<file path="src/rtl/cnn4ic_spi_pkg.sv">
// Shared definitions for the SPI serial interface unit of the CNN accelerator.
// Holds the command bytes, sticky status bit positions, the frame-assembler
// state encoding and a byte bit-order helper.
package cnn4ic_spi_pkg;

  // Default geometry: 784 one-bit pixels, 8-bit SPI bytes, 16-bit weight address
  localparam int IMAGEWIDTH_DEF    = 784;
  localparam int DATAWIDTH_BUS_DEF = 8;
  localparam int ADDRESS_WIDTH_DEF = 16;
  localparam int IMG_BYTES         = IMAGEWIDTH_DEF / 8;

  // Command header bytes
  localparam logic [7:0] CMD_IMAGE   = 8'hA5;
  localparam logic [7:0] CMD_WEIGHT  = 8'h5A;
  localparam logic [7:0] CMD_CLRSTAT = 8'hC3;

  // Sticky status bit indices (bit4 is the live busy flag)
  localparam int STAT_FRAME_SHORT   = 0;
  localparam int STAT_BAD_CMD       = 1;
  localparam int STAT_OVERRUN       = 2;
  localparam int STAT_IMAGE_DROPPED = 3;
  localparam int STAT_BUSY          = 4;

  typedef enum logic [2:0] {
    ST_IDLE    = 3'd0,
    ST_CMD     = 3'd1,
    ST_IMG     = 3'd2,
    ST_W_AH    = 3'd3,
    ST_W_AL    = 3'd4,
    ST_W_D     = 3'd5,
    ST_DISCARD = 3'd6
  } state_e;

  // The wire sends the leftmost pixel first, i.e. in byte bit7, so each
  // byte is mirrored before it lands in the pixel vector.
  function automatic logic [7:0] reverse_byte(input logic [7:0] b);
    logic [7:0] r;
    for (int i = 0; i < 8; i++) begin
      r[i] = b[7 - i];
    end
    return r;
  endfunction

endpackage

</file>
<file path="src/rtl/spi_image_shift_buffer.sv">
// Shadow image register with a byte-addressed write port.
// Ports:
//   clk, rst_n    - system clock, asynchronous active-low reset (clears image)
//   wr_en         - write strobe for one received image byte
//   wr_idx        - byte index k; byte lands on pixels [8k+7:8k]
//   wr_byte       - received byte, bit7 maps to pixel 8k
//   merged_image  - shadow contents with the current write already applied,
//                   so the completing byte can be published in the same cycle
module spi_image_shift_buffer
  import cnn4ic_spi_pkg::*;
#(
  parameter int IMAGEWIDTH = IMAGEWIDTH_DEF,
  parameter int IDX_W      = 7
) (
  input  logic                  clk,
  input  logic                  rst_n,
  input  logic                  wr_en,
  input  logic [IDX_W-1:0]      wr_idx,
  input  logic [7:0]            wr_byte,
  output logic [IMAGEWIDTH-1:0] merged_image
);

  localparam int BYTES = IMAGEWIDTH / 8;

  logic [IMAGEWIDTH-1:0] shadow_r;
  logic [IDX_W+2:0]      base_s;

  assign base_s = {wr_idx, 3'b000};

  // Overlay the incoming byte onto the stored image
  always_comb begin
    merged_image = shadow_r;
    if (wr_en && (int'(wr_idx) < BYTES)) begin
      merged_image[base_s +: 8] = reverse_byte(wr_byte);
    end else begin
      merged_image = shadow_r;
    end
  end

  // Shadow image storage
  always_ff @(posedge clk or negedge rst_n) begin
    if (!rst_n) begin
      shadow_r <= '0;
    end else begin
      shadow_r <= merged_image;
    end
  end

endmodule

</file>
<file path="src/rtl/spi_frame_assembler.sv">
// SPI frame assembler: parses a command header from the synchronised SPI
// byte stream and assembles image frames or weight writes for the CNN core.
// Ports:
//   SPI_Frame_Assembler_CLOCK_50      - system clock
//   SPI_Frame_Assembler_RESET_InLow   - asynchronous active-low reset
//   SPI_Frame_Assembler_Frame_Active  - high while SS_N is asserted
//   SPI_Frame_Assembler_Byte_Valid    - one-cycle strobe per received byte
//   SPI_Frame_Assembler_Byte_InBUS    - received byte
//   SPI_Frame_Assembler_CNN_Busy      - CNN is processing an image
//   SPI_Frame_Assembler_Data_OutBUS   - last complete image, pixel i on bit i
//   SPI_Frame_Assembler_Weight_OutBUS - last weight data
//   SPI_Frame_Assembler_Addr_OutBUS   - last weight address
//   SPI_Frame_Assembler_Data_Ready    - one-cycle pulse on frame completion
//   SPI_Frame_Assembler_Is_Weight     - type of last completed frame
//   SPI_Frame_Assembler_Status_OutBUS - sticky status + busy flag
module spi_frame_assembler
  import cnn4ic_spi_pkg::*;
#(
  parameter int IMAGEWIDTH    = IMAGEWIDTH_DEF,
  parameter int DATAWIDTH_BUS = DATAWIDTH_BUS_DEF,
  parameter int ADDRESS_WIDTH = ADDRESS_WIDTH_DEF
) (
  input  logic                     SPI_Frame_Assembler_CLOCK_50,
  input  logic                     SPI_Frame_Assembler_RESET_InLow,
  input  logic                     SPI_Frame_Assembler_Frame_Active,
  input  logic                     SPI_Frame_Assembler_Byte_Valid,
  input  logic [7:0]               SPI_Frame_Assembler_Byte_InBUS,
  input  logic                     SPI_Frame_Assembler_CNN_Busy,
  output logic [IMAGEWIDTH-1:0]    SPI_Frame_Assembler_Data_OutBUS,
  output logic [DATAWIDTH_BUS-1:0] SPI_Frame_Assembler_Weight_OutBUS,
  output logic [ADDRESS_WIDTH-1:0] SPI_Frame_Assembler_Addr_OutBUS,
  output logic                     SPI_Frame_Assembler_Data_Ready,
  output logic                     SPI_Frame_Assembler_Is_Weight,
  output logic [7:0]               SPI_Frame_Assembler_Status_OutBUS
);

  localparam int N_BYTES = IMAGEWIDTH / 8;
  localparam int CNT_W   = (N_BYTES > 1) ? $clog2(N_BYTES) : 1;

  logic              active_r;
  state_e            state_r;
  logic [CNT_W-1:0]  cnt_r;
  logic [7:0]        addr_hi_r;
  logic [7:0]        addr_lo_r;
  logic              done_r;
  logic [3:0]        sticky_r;

  logic              rise_s;
  logic              fall_s;
  logic              byte_ok_s;
  state_e            state_next_s;
  logic [CNT_W-1:0]  cnt_next_s;
  logic              done_next_s;
  logic              img_done_s;
  logic              w_done_s;
  logic              buf_wr_s;
  logic [3:0]        sticky_next_s;
  logic [IMAGEWIDTH-1:0] merged_image_s;

  assign rise_s = SPI_Frame_Assembler_Frame_Active & ~active_r;
  assign fall_s = ~SPI_Frame_Assembler_Frame_Active & active_r;
  // A byte arriving together with the falling edge still belongs to the frame
  assign byte_ok_s = SPI_Frame_Assembler_Byte_Valid &
                     (SPI_Frame_Assembler_Frame_Active | active_r);

  spi_image_shift_buffer #(
    .IMAGEWIDTH (IMAGEWIDTH),
    .IDX_W      (CNT_W)
  ) u_image_buf (
    .clk          (SPI_Frame_Assembler_CLOCK_50),
    .rst_n        (SPI_Frame_Assembler_RESET_InLow),
    .wr_en        (buf_wr_s),
    .wr_idx       (cnt_r),
    .wr_byte      (SPI_Frame_Assembler_Byte_InBUS),
    .merged_image (merged_image_s)
  );

  // Next-state decode: process the byte first, then frame end / start
  always_comb begin
    state_next_s  = state_r;
    cnt_next_s    = cnt_r;
    done_next_s   = done_r;
    img_done_s    = 1'b0;
    w_done_s      = 1'b0;
    buf_wr_s      = 1'b0;
    sticky_next_s = sticky_r;

    if (byte_ok_s) begin
      case (state_r)
        ST_CMD: begin
          case (SPI_Frame_Assembler_Byte_InBUS)
            CMD_IMAGE: begin
              state_next_s = ST_IMG;
              cnt_next_s   = '0;
            end
            CMD_WEIGHT: begin
              state_next_s = ST_W_AH;
            end
            CMD_CLRSTAT: begin
              sticky_next_s = 4'b0000;
              state_next_s  = ST_DISCARD;
            end
            default: begin
              sticky_next_s[STAT_BAD_CMD] = 1'b1;
              state_next_s                = ST_DISCARD;
            end
          endcase
        end
        ST_IMG: begin
          buf_wr_s   = 1'b1;
          cnt_next_s = cnt_r + CNT_W'(1);
          if (cnt_r == CNT_W'(N_BYTES - 1)) begin
            img_done_s   = 1'b1;
            done_next_s  = 1'b1;
            state_next_s = ST_DISCARD;
          end else begin
            state_next_s = ST_IMG;
          end
        end
        ST_W_AH: state_next_s = ST_W_AL;
        ST_W_AL: state_next_s = ST_W_D;
        ST_W_D: begin
          w_done_s     = 1'b1;
          done_next_s  = 1'b1;
          state_next_s = ST_DISCARD;
        end
        ST_DISCARD: begin
          if (done_r) begin
            sticky_next_s[STAT_OVERRUN] = 1'b1;
          end else begin
            sticky_next_s = sticky_next_s;
          end
        end
        default: state_next_s = state_r;
      endcase
    end else begin
      state_next_s = state_r;
    end

    if (img_done_s && SPI_Frame_Assembler_CNN_Busy) begin
      sticky_next_s[STAT_IMAGE_DROPPED] = 1'b1;
    end else begin
      sticky_next_s = sticky_next_s;
    end

    if (fall_s) begin
      if ((state_next_s != ST_DISCARD) && (state_next_s != ST_IDLE)) begin
        sticky_next_s[STAT_FRAME_SHORT] = 1'b1;
      end else begin
        sticky_next_s = sticky_next_s;
      end
      state_next_s = ST_IDLE;
      done_next_s  = 1'b0;
    end else if (rise_s &&
                 ((state_next_s == ST_IDLE) || (state_next_s == ST_DISCARD))) begin
      // A rise seen in DISCARD means the previous end was missed
      state_next_s = ST_CMD;
      done_next_s  = 1'b0;
    end else begin
      state_next_s = state_next_s;
    end
  end

  // Frame FSM with registered handshake, data and status outputs
  always_ff @(posedge SPI_Frame_Assembler_CLOCK_50 or negedge SPI_Frame_Assembler_RESET_InLow) begin
    if (!SPI_Frame_Assembler_RESET_InLow) begin
      active_r                          <= 1'b0;
      state_r                           <= ST_IDLE;
      cnt_r                             <= '0;
      addr_hi_r                         <= 8'h00;
      addr_lo_r                         <= 8'h00;
      done_r                            <= 1'b0;
      sticky_r                          <= 4'b0000;
      SPI_Frame_Assembler_Data_OutBUS   <= '0;
      SPI_Frame_Assembler_Weight_OutBUS <= '0;
      SPI_Frame_Assembler_Addr_OutBUS   <= '0;
      SPI_Frame_Assembler_Data_Ready    <= 1'b0;
      SPI_Frame_Assembler_Is_Weight     <= 1'b0;
      SPI_Frame_Assembler_Status_OutBUS <= 8'h00;
    end else begin
      active_r <= SPI_Frame_Assembler_Frame_Active;
      state_r  <= state_next_s;
      cnt_r    <= cnt_next_s;
      done_r   <= done_next_s;
      sticky_r <= sticky_next_s;
      SPI_Frame_Assembler_Status_OutBUS <=
        {3'b000, (state_next_s != ST_IDLE), sticky_next_s};
      SPI_Frame_Assembler_Data_Ready <= 1'b0;

      if (byte_ok_s && (state_r == ST_W_AH)) begin
        addr_hi_r <= SPI_Frame_Assembler_Byte_InBUS;
      end
      if (byte_ok_s && (state_r == ST_W_AL)) begin
        addr_lo_r <= SPI_Frame_Assembler_Byte_InBUS;
      end

      if (img_done_s && !SPI_Frame_Assembler_CNN_Busy) begin
        SPI_Frame_Assembler_Data_OutBUS <= merged_image_s;
        SPI_Frame_Assembler_Is_Weight   <= 1'b0;
        SPI_Frame_Assembler_Data_Ready  <= 1'b1;
      end
      if (w_done_s) begin
        SPI_Frame_Assembler_Addr_OutBUS   <= ADDRESS_WIDTH'({addr_hi_r, addr_lo_r});
        SPI_Frame_Assembler_Weight_OutBUS <= DATAWIDTH_BUS'(SPI_Frame_Assembler_Byte_InBUS);
        SPI_Frame_Assembler_Is_Weight     <= 1'b1;
        SPI_Frame_Assembler_Data_Ready    <= 1'b1;
      end
    end
  end

endmodule
</file>
<file path="config.mk">
export PLATFORM = sky130hd
export DESIGN_NAME = spi_frame_assembler
export DESIGN_NICKNAME = d
export VERILOG_FILES = /design/src/rtl/cnn4ic_spi_pkg.sv /design/src/rtl/spi_image_shift_buffer.sv /design/src/rtl/spi_frame_assembler.sv
export SDC_FILE = /design/constraint.sdc
export NUM_CORES = 2
export LEC_CHECK = 0
export ABC_AREA = 1
export BUFFER_PORTS_ARGS = -buffer_cell sky130_fd_sc_hd__buf_4
export CAP_MARGIN = 5
export CORE_MARGIN = 2
export CORE_UTILIZATION = 33
export CTS_BUF_LIST = sky130_fd_sc_hd__clkbuf_8
export DETAILED_ROUTE_END_ITERATION = 16
export GPL_TIMING_DRIVEN = 0
export MAX_ROUTING_LAYER = met4
export PLACE_DENSITY_LB_ADDON = 0.2
export SETUP_SLACK_MARGIN = 0.1
export SLEW_MARGIN = 20
export SYNTH_ARGS = -nofsm -noshare
export SYNTH_HDL_FRONTEND = slang
export SYNTH_SLANG_ARGS = --single-unit
</file>
<file path="constraint.sdc">
create_clock -name SPI_Frame_Assembler_CLOCK_50 -period 3.4 [get_ports SPI_Frame_Assembler_CLOCK_50]
set_input_delay 0.68 -clock SPI_Frame_Assembler_CLOCK_50 [delete_from_list [all_inputs] [get_ports SPI_Frame_Assembler_CLOCK_50]]
set_output_delay 0.68 -clock SPI_Frame_Assembler_CLOCK_50 [all_outputs]
set_load 0.02 [all_outputs]
</file>
==> results.md <==
* Largest net degree at the start of global routing at 141
* Clock transition at path regs at 0.07 ns
* Met2 Resource Use GR at 0.431
* Worst path cell trace: inv_4, buf_8, ha_2, buf_2, nor2_4, buf_6, nand3_2, nor2_4, buf_12, nand2_1, o21ai_0, nand2_1, nand2_1
* Max Transition Viols Final at 0
* Routed len/inst at 25.2 um
* Post-route antenna net violation count at 0
* Gp weighted congestion at 0.955
* FP Rows at 168
* DR iter-0 viols at 5657
* Hold WS at 0.207 ns
* Fraction of layout cells with a size suffix above 1 at 0.199
* Initial antenna violation count at 24
* Maxcap violations at 0
* Worst-Skew Late Latency at 1.09 ns
* Die Ht at 463 um
* RSZ-0062 raised after global routing: true
* Fin cells at 12500
* DR DRC count at 0
* FF+latch count, synth at 1627
* F_max at 308 MHz
* Netlist cell types at 40
* Final Cycle Share at 0.956
* Required time of the critical path at 4.42 ns
* Commonest non-fill, non-tap cell in the layout: nand2_1
* TritonCTS clock tree: yes
* Top delay family on crit path: simple AND/OR/NAND/NOR gates
* DR pass1 iterations at 6
* VDD IR-drop max at 0.000525 V
* Met3 usage at 0.0727
* Worst slew pin tran at 1.23 ns
* Dpl ws at -1.47 ns
* Syn_area_per_cell at 8.44 um^2
* CTS root buffer: clkbuf_8
* Relative slew margins at 0.181
* Routed wire length at 315 mm
* Commonest non-fill, non-tap cells in the layout: nand2_1 (3447), dfrtp_1 (1626), inv_1 (933)
* CP startpoint kind: flip-flop
* CP max stage delay at 0.48 ns
* Fin Setup TNS at 0 ns
* Fin crit period at 3.25 ns
* Predominant post-synthesis flop cell: dfrtp_1
* Setup WS post-layout at 0.148 ns
* Power per cell area at 612 nW/um^2
* Fin. Hold Viols at 0
* Post-synthesis sequential area ratio at 0.584
* Overall die area at 215000 um^2
* Cells after DPL at 11900
* Crit-path slowest cell: dfrtp_2
* Sink Count at 1627
* Pleak at 47.6 nW
* HP Class: input pin to flip-flop
* Skew final at 0.0944 ns
* First-pass GRT wire length at 439 mm
* Die width at 463 um
* Async S/R FF share, synth at 1.00
* Ports at 831
* Max FO, Critical Path at 11
* Vias in the first global route at 59200
* Critical Path End Type: flip-flop
* Port bufs at 822
* All-Layer GR Usage at 0.296
* # setup viols final at 0
* Synth warnings at 0
* Grt ovf at 0
* Clock Tree Buf Depth at 4
* CTS Buf Count at 308
* H-tree level count at 5
* Synthesized area at 69700 um^2
* Nets at 9505
* Vias per cell at 4.86
* FILL cells at 21100
* Arr. time, crit path at 4.27 ns
* GRT Max-Usage Layer: met2
* Buf/Inv on CP at 5
* Crit path kind: flip-flop to flip-flop
* Most used cell, CP: nand2_1
* EDFF count, synth at 0
* Initial Utilization at 0.332
* Post-DP HPWL at 240 mm
* Met1 usage at 0.386
* Outcome: complete, no violations
* Mapped Cells at 8253
* Core area at 210000 um^2
* Via Count at 60800
* Area grow syn2layout at 27.1%
* Reg2reg setup slack at 0.15 ns
==> power breakdown <==
| group | internal, W | switching (W) |
|---|---|---|
| combinational | 0.00355 | 0.00956 |
| clock | 0.0106 | 0.00871 |
| sequential | 0.0209 | 0.000837 |
==> per-stage QoR <==
| stage | power, W | utilization | cell area, um^2 |
|---|---|---|---|
| after global routing | 0.0562 | 0.422 | 88600 |
| after floorplan | 0.0274 | - | 69700 |
| after detailed placement | 0.0333 | 0.382 | 80200 |
| after global placement | 0.0328 | 0.378 | 79300 |
| final | 0.0542 | 0.422 | 88600 |
| after CTS | 0.0538 | 0.418 | 87700 |
==> cell usage after synthesis, types with 12 or more instances <==
cell	count	area [um^2]
nand3_1	809	4050
clkbuf_1	159	597
buf_4	22	165
inv_2	25	93.8
nand2_2	17	106
nor2_1	175	657
buf_2	146	731
o21ai_0	161	806
buf_6	15	169
o21ai_1	28	140
o21a_1	227	1700
dfrtp_1	1627	40700
o22ai_1	12	75.1
inv_1	858	3220
nor2_2	33	206
and2_1	310	1940
nand2_1	3499	13100
nand4_1	42	263
mux2_2	16	180
==> final timing paths <==
| path | from | endpoint | depth (start not counted) |
|---|---|---|---|
| worst max-delay path | cnt_r[0]$_DFFE_PN0P_ | SPI_Frame_Assembler_Data_OutBUS[667]$_DFFE_PN0P_ | 13 |
| worst min-delay path | SPI_Frame_Assembler_Byte_InBUS[1] | u_image_buf.shadow_r[126]$_DFF_PN0_ | 5 |
| worst max register to register | cnt_r[0]$_DFFE_PN0P_ | SPI_Frame_Assembler_Data_OutBUS[667]$_DFFE_PN0P_ | 13 |
| worst min register to register | u_image_buf.shadow_r[105]$_DFF_PN0_ | u_image_buf.shadow_r[105]$_DFF_PN0_ | 2 |
| max in group asynchronous | SPI_Frame_Assembler_RESET_InLow | u_image_buf.shadow_r[54]$_DFF_PN0_ | 6 |
| min in group asynchronous | SPI_Frame_Assembler_RESET_InLow | addr_lo_r[5]$_DFFE_PN0P_ | 2 |
==> logic make-up after synthesis <==
family                     after synthesis  share of synthesized area
and+or+nand+nor                       4926                      0.299
DFF                                   1627                      0.584
buffers and inverters                 1234                     0.0722
AOI/OAI and AO/OA                      442                     0.0406
muxes                                   16                    0.00259
adders and majority gates                5                   0.000898
xor gates and xnor gates                 2                   0.000252
other                                    1                  0.0000538
==> flip-flops by register name, indices dropped and copies added, names as in the netlist, 2 cells and up <==
name                               flops
SPI_Frame_Assembler_Data_OutBUS      784
SPI_Frame_Assembler_Weight_OutBUS      8
SPI_Frame_Assembler_Addr_OutBUS       16
sticky_r                               3
cnt_r                                  7
u_image_buf.shadow_r                 784
addr_lo_r                              8
SPI_Frame_Assembler_Status_OutBUS      2
addr_hi_r                              8
state_r                                3
==> per-layer routing <==
metal  wire [um]  vias to the layer above
met5           0                        -
met4       17400                        0
met2      136000                     2503
li1            -                    27900
met1      136000                    29800
met3       25600                      573
==> timing repair <==
action / 4_1_cts / 5_1_grt
resized for setup: 278 / 203
hold buffers: 4 / 0
setup buffers: 39 / 32
hold endpoints to repair: 168 / 0
gates cloned: 0 / 0
setup endpoints to repair: 1561 / 1025
pin swaps: 23 / 22
==> area by class of cell <==
class / count / area [um^2] / area share
timing repair buffer: 922 / 7730 / 0.0873
multi-input combinational: 5394 / 25100 / 0.284
clock inverter: 132 / 761 / 0.00859
inverter: 885 / 3360 / 0.0379
clock buffer: 383 / 5270 / 0.0595
sequential: 1627 / 40700 / 0.460
tap: 2805 / 3510 / 0.0396
antenna: 9 / 22.5 / 0.000254
buffer: 349 / 2050 / 0.0232
==> tightest hold or removal path: cells and delay by family <==
family                 cells  cell delay, ns
AND/OR/NAND/NOR            4            0.40
buffers and inverters      1            0.14
Power figures use the tool's default switching activity.
